## src/rtl/riscv_pipe_stage_buf.sv

```systemverilog
// riscv_pipe_stage_buf: valid/ready pipeline stage register with a two-entry
// skid buffer, so o_ready is a flop output with no path from i_ready.
// Carries NUM_CH channels of DATA_W bits. A synchronous i_flush squashes every
// held and incoming entry.
// Optional feature: define RISCV_PIPE_STALL_CNT_EN to add the o_stall_cnt
// output, a saturating count of cycles with o_valid=1 and i_ready=0.
module riscv_pipe_stage_buf #(
    parameter int                DATA_W        = 32,
    parameter int                NUM_CH        = 10,
    parameter logic [DATA_W-1:0] REGISTER_INIT = '0
) (
    input  logic                     i_clk,
    input  logic                     i_rst,
    input  logic                     i_valid,
    output logic                     o_ready,
    input  logic [NUM_CH*DATA_W-1:0] i_data,
    output logic                     o_valid,
    input  logic                     i_ready,
    output logic [NUM_CH*DATA_W-1:0] o_data,
    input  logic                     i_flush,
    output logic [1:0]               o_count
`ifdef RISCV_PIPE_STALL_CNT_EN
    ,
    output logic [31:0]              o_stall_cnt
`endif
);

    localparam int W = NUM_CH * DATA_W;

    typedef enum logic [1:0] {
        EMPTY = 2'd0,
        FULL  = 2'd1,
        SKID  = 2'd2
    } state_t;

    state_t         r_state;
    state_t         w_state_nxt;
    logic           r_valid;
    logic           r_ready;
    logic [1:0]     r_count;
    logic [W-1:0]   r_main_data;
    logic [W-1:0]   r_skid_data;

    logic           w_accept;
    logic           w_deliver;
    logic           w_load_main;
    logic           w_load_skid;
    logic           w_main_from_skid;

    assign w_accept  = i_valid & r_ready;
    assign w_deliver = r_valid & i_ready;

    // Next-state and data-load decode; flush overrides every transition and
    // suppresses all data loads so the registers keep their contents.
    always_comb begin
        w_state_nxt      = r_state;
        w_load_main      = 1'b0;
        w_load_skid      = 1'b0;
        w_main_from_skid = 1'b0;
        unique case (r_state)
            EMPTY: begin
                if (w_accept) begin
                    w_state_nxt = FULL;
                    w_load_main = 1'b1;
                end
            end
            FULL: begin
                if (w_accept && w_deliver) begin
                    w_state_nxt = FULL;
                    w_load_main = 1'b1;
                end else if (w_accept) begin
                    w_state_nxt = SKID;
                    w_load_skid = 1'b1;
                end else if (w_deliver) begin
                    w_state_nxt = EMPTY;
                end
            end
            SKID: begin
                if (w_deliver) begin
                    w_state_nxt      = FULL;
                    w_main_from_skid = 1'b1;
                end
            end
            default: begin
                w_state_nxt = EMPTY;
            end
        endcase
        if (i_flush) begin
            w_state_nxt      = EMPTY;
            w_load_main      = 1'b0;
            w_load_skid      = 1'b0;
            w_main_from_skid = 1'b0;
        end
    end

    // State register plus registered handshake/occupancy outputs decoded from
    // the next state, so o_valid, o_ready and o_count come straight off flops.
    always_ff @(posedge i_clk or posedge i_rst) begin
        if (i_rst) begin
            r_state <= EMPTY;
            r_valid <= 1'b0;
            r_ready <= 1'b1;
            r_count <= 2'd0;
        end else begin
            r_state <= w_state_nxt;
            r_valid <= (w_state_nxt != EMPTY);
            r_ready <= (w_state_nxt != SKID);
            r_count <= (w_state_nxt == SKID) ? 2'd2 :
                       (w_state_nxt == FULL) ? 2'd1 : 2'd0;
        end
    end

    // Main and skid data registers; they load only on the listed transitions.
    always_ff @(posedge i_clk or posedge i_rst) begin
        if (i_rst) begin
            r_main_data <= {NUM_CH{REGISTER_INIT}};
            r_skid_data <= {NUM_CH{REGISTER_INIT}};
        end else begin
            if (w_load_main) begin
                r_main_data <= i_data;
            end else if (w_main_from_skid) begin
                r_main_data <= r_skid_data;
            end
            if (w_load_skid) begin
                r_skid_data <= i_data;
            end
        end
    end

    assign o_valid = r_valid;
    assign o_ready = r_ready;
    assign o_count = r_count;
    assign o_data  = r_main_data;

`ifdef RISCV_PIPE_STALL_CNT_EN
    logic [31:0] r_stall_cnt;

    // Saturating count of backpressure cycles; only reset clears it.
    always_ff @(posedge i_clk or posedge i_rst) begin
        if (i_rst) begin
            r_stall_cnt <= '0;
        end else if (r_valid && !i_ready && (r_stall_cnt != 32'hFFFF_FFFF)) begin
            r_stall_cnt <= r_stall_cnt + 32'd1;
        end
    end

    assign o_stall_cnt = r_stall_cnt;
`endif

endmodule

```

## config.mk

```make
export PLATFORM = sky130hd
export DESIGN_NAME = riscv_pipe_stage_buf
export DESIGN_NICKNAME = d
export VERILOG_FILES = /design/src/rtl/riscv_pipe_stage_buf.sv
export SDC_FILE = /design/constraint.sdc
export NUM_CORES = 1
export LEC_CHECK = 0
export BUFFER_PORTS_ARGS = -buffer_cell sky130_fd_sc_hd__buf_2
export CORE_UTILIZATION = 34
export CTS_CLUSTER_DIAMETER = 200
export DETAILED_ROUTE_END_ITERATION = 7
export SKIP_LAST_GASP = 1
export SYNTH_ARGS = -nofsm -noshare
export SYNTH_HDL_FRONTEND = slang
export SYNTH_SLANG_ARGS = --single-unit
```

## constraint.sdc

```tcl
create_clock -name i_clk -period 24.8 [get_ports i_clk]
set_input_delay 2.48 -clock i_clk [delete_from_list [all_inputs] [get_ports i_clk]]
set_output_delay 2.48 -clock i_clk [all_outputs]
set_load 0.1 [all_outputs]
```

==> metrics.md, run 1 <==
| Metric | Value |
|---|---|
| WHS Endpoint | r_skid_data[306] |
| Violation count after the first detailed-route iteration | 2,299 |
| Ratio of cells with drive above 1 in the final layout | 23.5% |
| Post-DP HPWL | 52.3 mm |
| Total wire length | 87.5 mm |
| Worst setup slack for register-to-register paths | 21.13 ns |
| Depth of the worst register-to-register path | 5 |
| Leakage power of the design | 15.3 nW |
| Total instance count after detailed placement | 4,438 |
| Remaining routing DRC violations | 0 |
| Total congestion overflow | 0 |
| Clock tree from TritonCTS | built |
| Last weighted congestion value of the routability-driven placer | 0.778 |
| Postcts setup bufs | 0 |
| Per-instance average area after synthesis | 10.7 um^2 |
| Chip Height | 304 um |
| Detailed-route vias per instance | 5.33 |
| Count of cell types in the netlist | 21 |
| Hold_sp | r_skid_data[306] |
| Fmax | 166 MHz |
| Sequential cell area | 0.0162 mm^2 |
| Highest ir drop seen on vdd | 0.0000663 V |
| Count of filler cells inserted in the layout | 8,860 |
| Number of H-tree branching levels | 3 |
| Cell internal pwr | 2.43 mW |
| First-pass GRT wire length | 140 mm |
| Via count of the first global-routing pass | 23.8k |
| Number of nets with antenna violations after detailed routing | 0 |
| Clock insertion delay at the later pin of the skew report | 0.64 ns |
| Floorplan die area | 0.0923 mm^2 |
| Relative slew slack | 2.91% |
| Final cell count without fillers | 4,584 |
| Maximum number of buffers from clock root to sink | 3 |
| Nets | 3,666 |
| CP endpoint kind | async pin |
| Comb power frac | 38.3% |
| Switching part of the total power | 44.4% |
| Clock sink total | 646 |
| Area occupied by multi-input gates | 0.0134 mm^2 |
| Post-synthesis register bit count | 646 |
| Number of warning messages in the yosys log | 0 |
| Final critical-path required period | 6.02 ns |
| Design Power | 4.37 mW |
| First-pass detailed-route iteration total | 5 |
| Area of placed instances | 0.0346 mm^2 |
| Final Slew Violations | 0 |
| Final setup vio count | 0 |
| Initial core utilization | 34.4% |
| Launching element type of the critical path | input pin |
| Hold-fix buffers at CTS | 0 |
| # port buffers | 648 |
| Setup clock skew after layout | 0.0189 ns |
| Largest net degree at the start of global routing | 237 |
| Worst-path fanout max | 133 |
| Quantity of gates resized following cts | 0 |
| Cell area after technology mapping | 0.0310 mm^2 |
| Required @ worst endpoint | 25.42 ns |
| Setup repair after global routing missed its margin | false |
| Number of CTS-inserted buffers | 77 |
| Number of antenna violations at the first check in global routing | 23 |
| NetSw | 1.94 mW |
| I/O pin total | 649 |
| Share of power burned in the clock network | 26.2% |
| Seq/Total Area, Yosys | 52.2% |
| Hold Crit Class | reg -> reg |
| Post-route design area | 0.0372 mm^2 |
| CTS Root Buffer Type | sky130_fd_sc_hd__clkbuf_16 |
| Synth Instances | 2,906 |
| Area growth, synth to finish | 20.0% |
| Commonest non-fill, non-tap cells in the layout | sky130_fd_sc_hd__buf_2, sky130_fd_sc_hd__dfrtp_1, sky130_fd_sc_hd__nand2b_1, sky130_fd_sc_hd__a21oi_1 |
| Maxcap violations | 0 |
| Number of rows in the core area | 110 |
| Share of the clock period used by the worst path after layout | 24.3% |
| Clock-pin slew reported for the worst setup and hold paths after clock tree synthesis | 0.06 ns |
| Transition time at the pin with the least slew margin | 1.46 ns |
| Die width | 304 um |
| Status | finished clean |
| Total nets after synthesis | 3,231 |
| Crit Path Category | in -> async |
| Final hold violations | 0 |
| Cell area power density | 118 mW/mm^2 |
| Vias after detailed routing | 24.4k |
| Core footprint | 0.0901 mm^2 |
| Data arrival time of the critical path | 6.63 ns |
| Terminus of the critical flop-to-flop path | r_skid_data[56] |
| Worst hold slack after final layout | 0.488 ns |
| Most common cell after layout, fill and taps aside | sky130_fd_sc_hd__buf_2 |
| Launching point of the worst reg2reg path | r_state[0] |
| Mean routed wirelength per cell | 19.1 um |
| Accumulated negative setup slack | 0 ns |
| Proportion of power drawn by flip-flops and latches | 35.5% |
| WHS Path Cells | 1 |
| Overall fraction of global-route tracks in use | 18.6% |
==> power groups by stage <==
| stage | clock network [mW] | logic, mW | registers [mW] |
|---|---|---|---|
| 2_1_floorplan | 0 | 0.442 | 2.48 |
| 6_report | 1.14 | 1.68 | 1.55 |
| 3_3_place_gp | 0 | 1.67 | 1.56 |
| 3_5_place_dp | 0 | 1.68 | 1.57 |
| 5_1_grt | 1.22 | 1.76 | 1.60 |
| 4_1_cts | 1.18 | 1.69 | 1.55 |
==> through the flow <==
step                setup WS, ns  utilization [%]
floorplan                   4.22                -
global placement           17.86             38.4
detailed placement         17.81             38.4
CTS                        18.55             41.2
global route               18.01             41.2
finish                     18.78             41.2
==> critical path: stages <==
cell and delay (ns):
sky130_fd_sc_hd__buf_2 0.13, sky130_fd_sc_hd__inv_8 0.65, sky130_fd_sc_hd__buf_4 0.76, sky130_fd_sc_hd__buf_4 0.76
sky130_fd_sc_hd__buf_4 0.78, sky130_fd_sc_hd__buf_4 0.84
==> state kept, by name (all words and copies together), names as in the netlist <==
name / count
r_skid_data: 320
o_valid: 1
o_ready: 1
r_state: 2
o_data: 320
o_count: 2
==> per-layer routing <==
metal	vias to the layer above	GRT usage [%]	part of all wire, %
met4	26	6.74	2.5
met2	647	28.9	47
met3	134	5.17	6.5
met1	12200	24.9	44
li1	11400	-	-
met5	-	0	0.18
==> layout make-up <==
cell class                      count  share of cell area [%]
Antenna cell                       10                  0.0673
Clock buffer                      113                    6.12
Clock inverter                     23                   0.741
Inverter                            2                  0.0404
Multi-Input combinational cell   1937                    36.0
Sequential cell                   646                    43.5
Tap cell                         1176                    3.96
Timing Repair Buffer              677                    9.61
==> cells by family (layout without fill, tap and decap cells) <==
family | Yosys count | in the layout | share of synthesized area [%]
AOI/OAI and AO/OA | 968 | 968 | 19.6
and+or+nand+nor | 649 | 649 | 11.8
DFF | 646 | 646 | 52.2
buffers and inverters | 323 | 815 | 4.73
muxes | 320 | 320 | 11.6
other | 0 | 10 | 0
==> Yosys cell counts <==
cell,number,area share (%)
sky130_fd_sc_hd__buf_6,33,1.2
sky130_fd_sc_hd__dfstp_2,1,0.085
sky130_fd_sc_hd__a221oi_1,3,0.085
sky130_fd_sc_hd__clkbuf_1,271,3.3
sky130_fd_sc_hd__nor3_1,320,5.2
sky130_fd_sc_hd__a211o_1,1,0.028
sky130_fd_sc_hd__dfrtp_1,645,52
sky130_fd_sc_hd__nand2b_1,321,6.5
sky130_fd_sc_hd__o21ai_0,320,5.2
sky130_fd_sc_hd__nand4b_1,2,0.057
sky130_fd_sc_hd__o22a_1,320,9.1
sky130_fd_sc_hd__a21boi_2,1,0.036
sky130_fd_sc_hd__or4b_1,1,0.032
sky130_fd_sc_hd__inv_1,2,0.024
sky130_fd_sc_hd__buf_1,13,0.16
sky130_fd_sc_hd__a31oi_1,2,0.040
sky130_fd_sc_hd__nand2_1,4,0.048
sky130_fd_sc_hd__a21oi_1,321,5.2
sky130_fd_sc_hd__buf_2,4,0.065
sky130_fd_sc_hd__nand4bb_1,1,0.036
sky130_fd_sc_hd__mux2_1,320,12
==> worst max-delay path by stage <==
stage / start / to
2_1_floorplan: i_rst / o_count[0]
3_3_place_gp: i_rst / o_data[222]
3_5_place_dp: i_rst / o_data[222]
4_1_cts: i_rst / r_skid_data[217]
5_1_grt: i_rst / o_data[271]
6_report: i_rst / r_skid_data[217]
No activity file was read; power rests on OpenSTA's default activity.
==> run 2, diff against run 1 <==
Clock period 24.8 ns to 5.1 ns, I/O delays scaled along.
==> run 2 against run 1 <==
Global-route usage is 0.22 points higher. Routed wire length is 1.1% higher. Design area is 0.67% higher. Sequential power grew to 4.9 times the previous value. Setup slack worse by 16 ns. Count of clock-buffer cells in the layout is 5 lower. Largest cell class unchanged.
==> metrics.md, run 2 (synthesis results as in run 1) <==
| Metric | Value |
|---|---|
| Status | finished clean |
| Most heavily used metal layer in global routing | met2 |
| CTS Root Buffer Type | sky130_fd_sc_hd__clkbuf_16 |
| Detailed-route vias per instance | 5.32 |
| Postcts setup bufs | 0 |
| Final critical-path required period | 2.79 ns |
| Launching element type of the critical path | register |
| Worst-path fanout max | 197 |
| Setup slack after layout | 2.31 ns |
| NetSw | 9.43 mW |
| Worst hold slack after final layout | 0.0309 ns |
| Transition time at the pin with the least slew margin | 1.12 ns |
| First-pass detailed-route iteration total | 5 |
| Post-DP HPWL | 54.5 mm |
| Clock sink total | 646 |
| Total wire length | 88.5 mm |
| Leakage power of the design | 15.4 nW |
| Hold Crit Class | in -> async |
| Fmax | 358 MHz |
| Share of the clock period used by the worst path after layout | 54.7% |
| Most common cell after layout, fill and taps aside | sky130_fd_sc_hd__buf_2 |
| Data arrival time of the critical path | 3.28 ns |
| Terminus of the critical flop-to-flop path | o_data[79] |
| GR Util met2 | 30.0% |
| Final Util | 41.5% |
| Highest ir drop seen on vdd | 0.000315 V |
| Design Power | 21.2 mW |
| Relative slew slack | 25.2% |
| Number of rows in the core area | 110 |
| Ratio of cells with drive above 1 in the final layout | 24.0% |
| Maxcap violations | 0 |
| Launching point of the worst reg2reg path | o_valid |
| Clock tree from TritonCTS | built |
| Mean routed wirelength per cell | 19.2 um |
| Post-route design area | 0.0374 mm^2 |
| Cell area power density | 567 mW/mm^2 |
| Core footprint | 0.0901 mm^2 |
| GRT met1 Usage | 25.1% |
| Maximum number of buffers from clock root to sink | 3 |
| Worst setup slack after placement | 2.08 ns |
| GR Layer Usage met3 | 4.69% |
| Number of nets with antenna violations after detailed routing | 0 |
| Chip Height | 304 um |
| Last weighted congestion value of the routability-driven placer | 0.793 |
| Final cell count without fillers | 4,600 |
| Switching part of the total power | 44.5% |
| Number of CTS-inserted buffers | 75 |
| Final Slew Violations | 0 |
| I/O pin total | 649 |
| Crit Path Category | reg -> reg |
| Via count of the first global-routing pass | 24.3k |
| Share of power burned in the clock network | 25.9% |
| Cell internal pwr | 11.8 mW |
| Largest net degree at the start of global routing | 241 |
| Setup repair after global routing missed its margin | false |
| Depth of the worst register-to-register path | 5 |
| Required @ worst endpoint | 5.59 ns |
| Number of antenna violations at the first check in global routing | 24 |
| Comb power frac | 38.6% |
| Die width | 304 um |
| Hold-fix buffers at CTS | 0 |
| CP endpoint kind | register |
| Setup clock skew after layout | 0.0219 ns |
| Total instance count after detailed placement | 4,460 |
| First-pass GRT wire length | 142 mm |
| Final setup vio count | 0 |
| Clock-pin slew reported for the worst setup and hold paths after clock tree synthesis | 0.06 ns |
| Area of placed instances | 0.0349 mm^2 |
| Clock insertion delay at the later pin of the skew report | 0.62 ns |
| Accumulated negative setup slack | 0 ns |
| Proportion of power drawn by flip-flops and latches | 35.5% |
| Overall fraction of global-route tracks in use | 18.9% |
| Worst setup slack for register-to-register paths | 2.31 ns |
| # port buffers | 648 |
| Vias after detailed routing | 24.4k |
| Commonest non-fill, non-tap cells in the layout | sky130_fd_sc_hd__buf_2, sky130_fd_sc_hd__dfrtp_1, sky130_fd_sc_hd__nand2b_1, sky130_fd_sc_hd__a21oi_1 |
| Floorplan die area | 0.0923 mm^2 |
| Nets | 3,686 |
| Final hold violations | 0 |
| Remaining routing DRC violations | 0 |
| Initial core utilization | 34.4% |
| Violation count after the first detailed-route iteration | 1,849 |
| Number of H-tree branching levels | 3 |
| Total congestion overflow | 0 |
| Area growth, synth to finish | 20.8% |
| Quantity of gates resized following cts | 0 |
## run 2: cell count changes in the layout (fill, tap and decap cells not counted)
cell / previous run / this run
sky130_fd_sc_hd__inv_16: 0 / 1
sky130_fd_sc_hd__buf_4: 21 / 31
sky130_fd_sc_hd__clkbuf_16: 80 / 77
sky130_fd_sc_hd__clkbuf_1: 18 / 14
sky130_fd_sc_hd__clkinv_4: 1 / 0
sky130_fd_sc_hd__clkbuf_8: 15 / 17
sky130_fd_sc_hd__buf_12: 8 / 20
sky130_fd_sc_hd__clkinv_2: 10 / 11
sky130_fd_sc_hd__diode_2: 10 / 9
sky130_fd_sc_hd__clkinv_8: 1 / 0
## run 2: power by group through the flow
stage	Combinational, mW	Clock (mW)	Sequential, mW
CTS	8.24	5.64	7.52
global placement	8.16	0	7.55
floorplan	2.15	0	12.1
detailed placement	8.23	0	7.60
global route	8.62	5.85	7.74
finish	8.19	5.49	7.52
## run 2: worst max path at each step
stage	startpoint	end	slack, ns	cells after the start
floorplan	i_rst	o_count[0]	-4.24	1
global placement	i_flush	o_data[257]	2.07	6
detailed placement	i_flush	r_skid_data[17]	2.08	4
CTS	r_state[1]	o_data[282]	2.47	5
global route	r_state[0]	o_data[79]	2.24	5
finish	o_valid	o_data[79]	2.31	5
## run 2: critical path, cell delays in order, from the launching register on
cell,delay [ns]
sky130_fd_sc_hd__dfrtp_1,0.46
sky130_fd_sc_hd__a21boi_4,0.22
sky130_fd_sc_hd__buf_12,0.64
sky130_fd_sc_hd__buf_12,0.55
sky130_fd_sc_hd__o22a_1,0.28
sky130_fd_sc_hd__a21oi_1,0.07
## run 2: cell type report
type | count | area (um^2)
repair buffers | 699 | 3890
multi-input cells | 1937 | 13400
fillers | 8840 | 52700
well taps | 1176 | 1470
inverters | 2 | 11.3
clock buffers | 108 | 2210
clock inverters | 23 | 279
flip-flops and latches | 646 | 16200
diodes | 9 | 22.5
## run 2: layer usage
layer	wire, um	share of wire (%)
met4	2260	2.6
met1	39300	44
met5	175	0.20
met3	5220	5.9
met2	41500	47
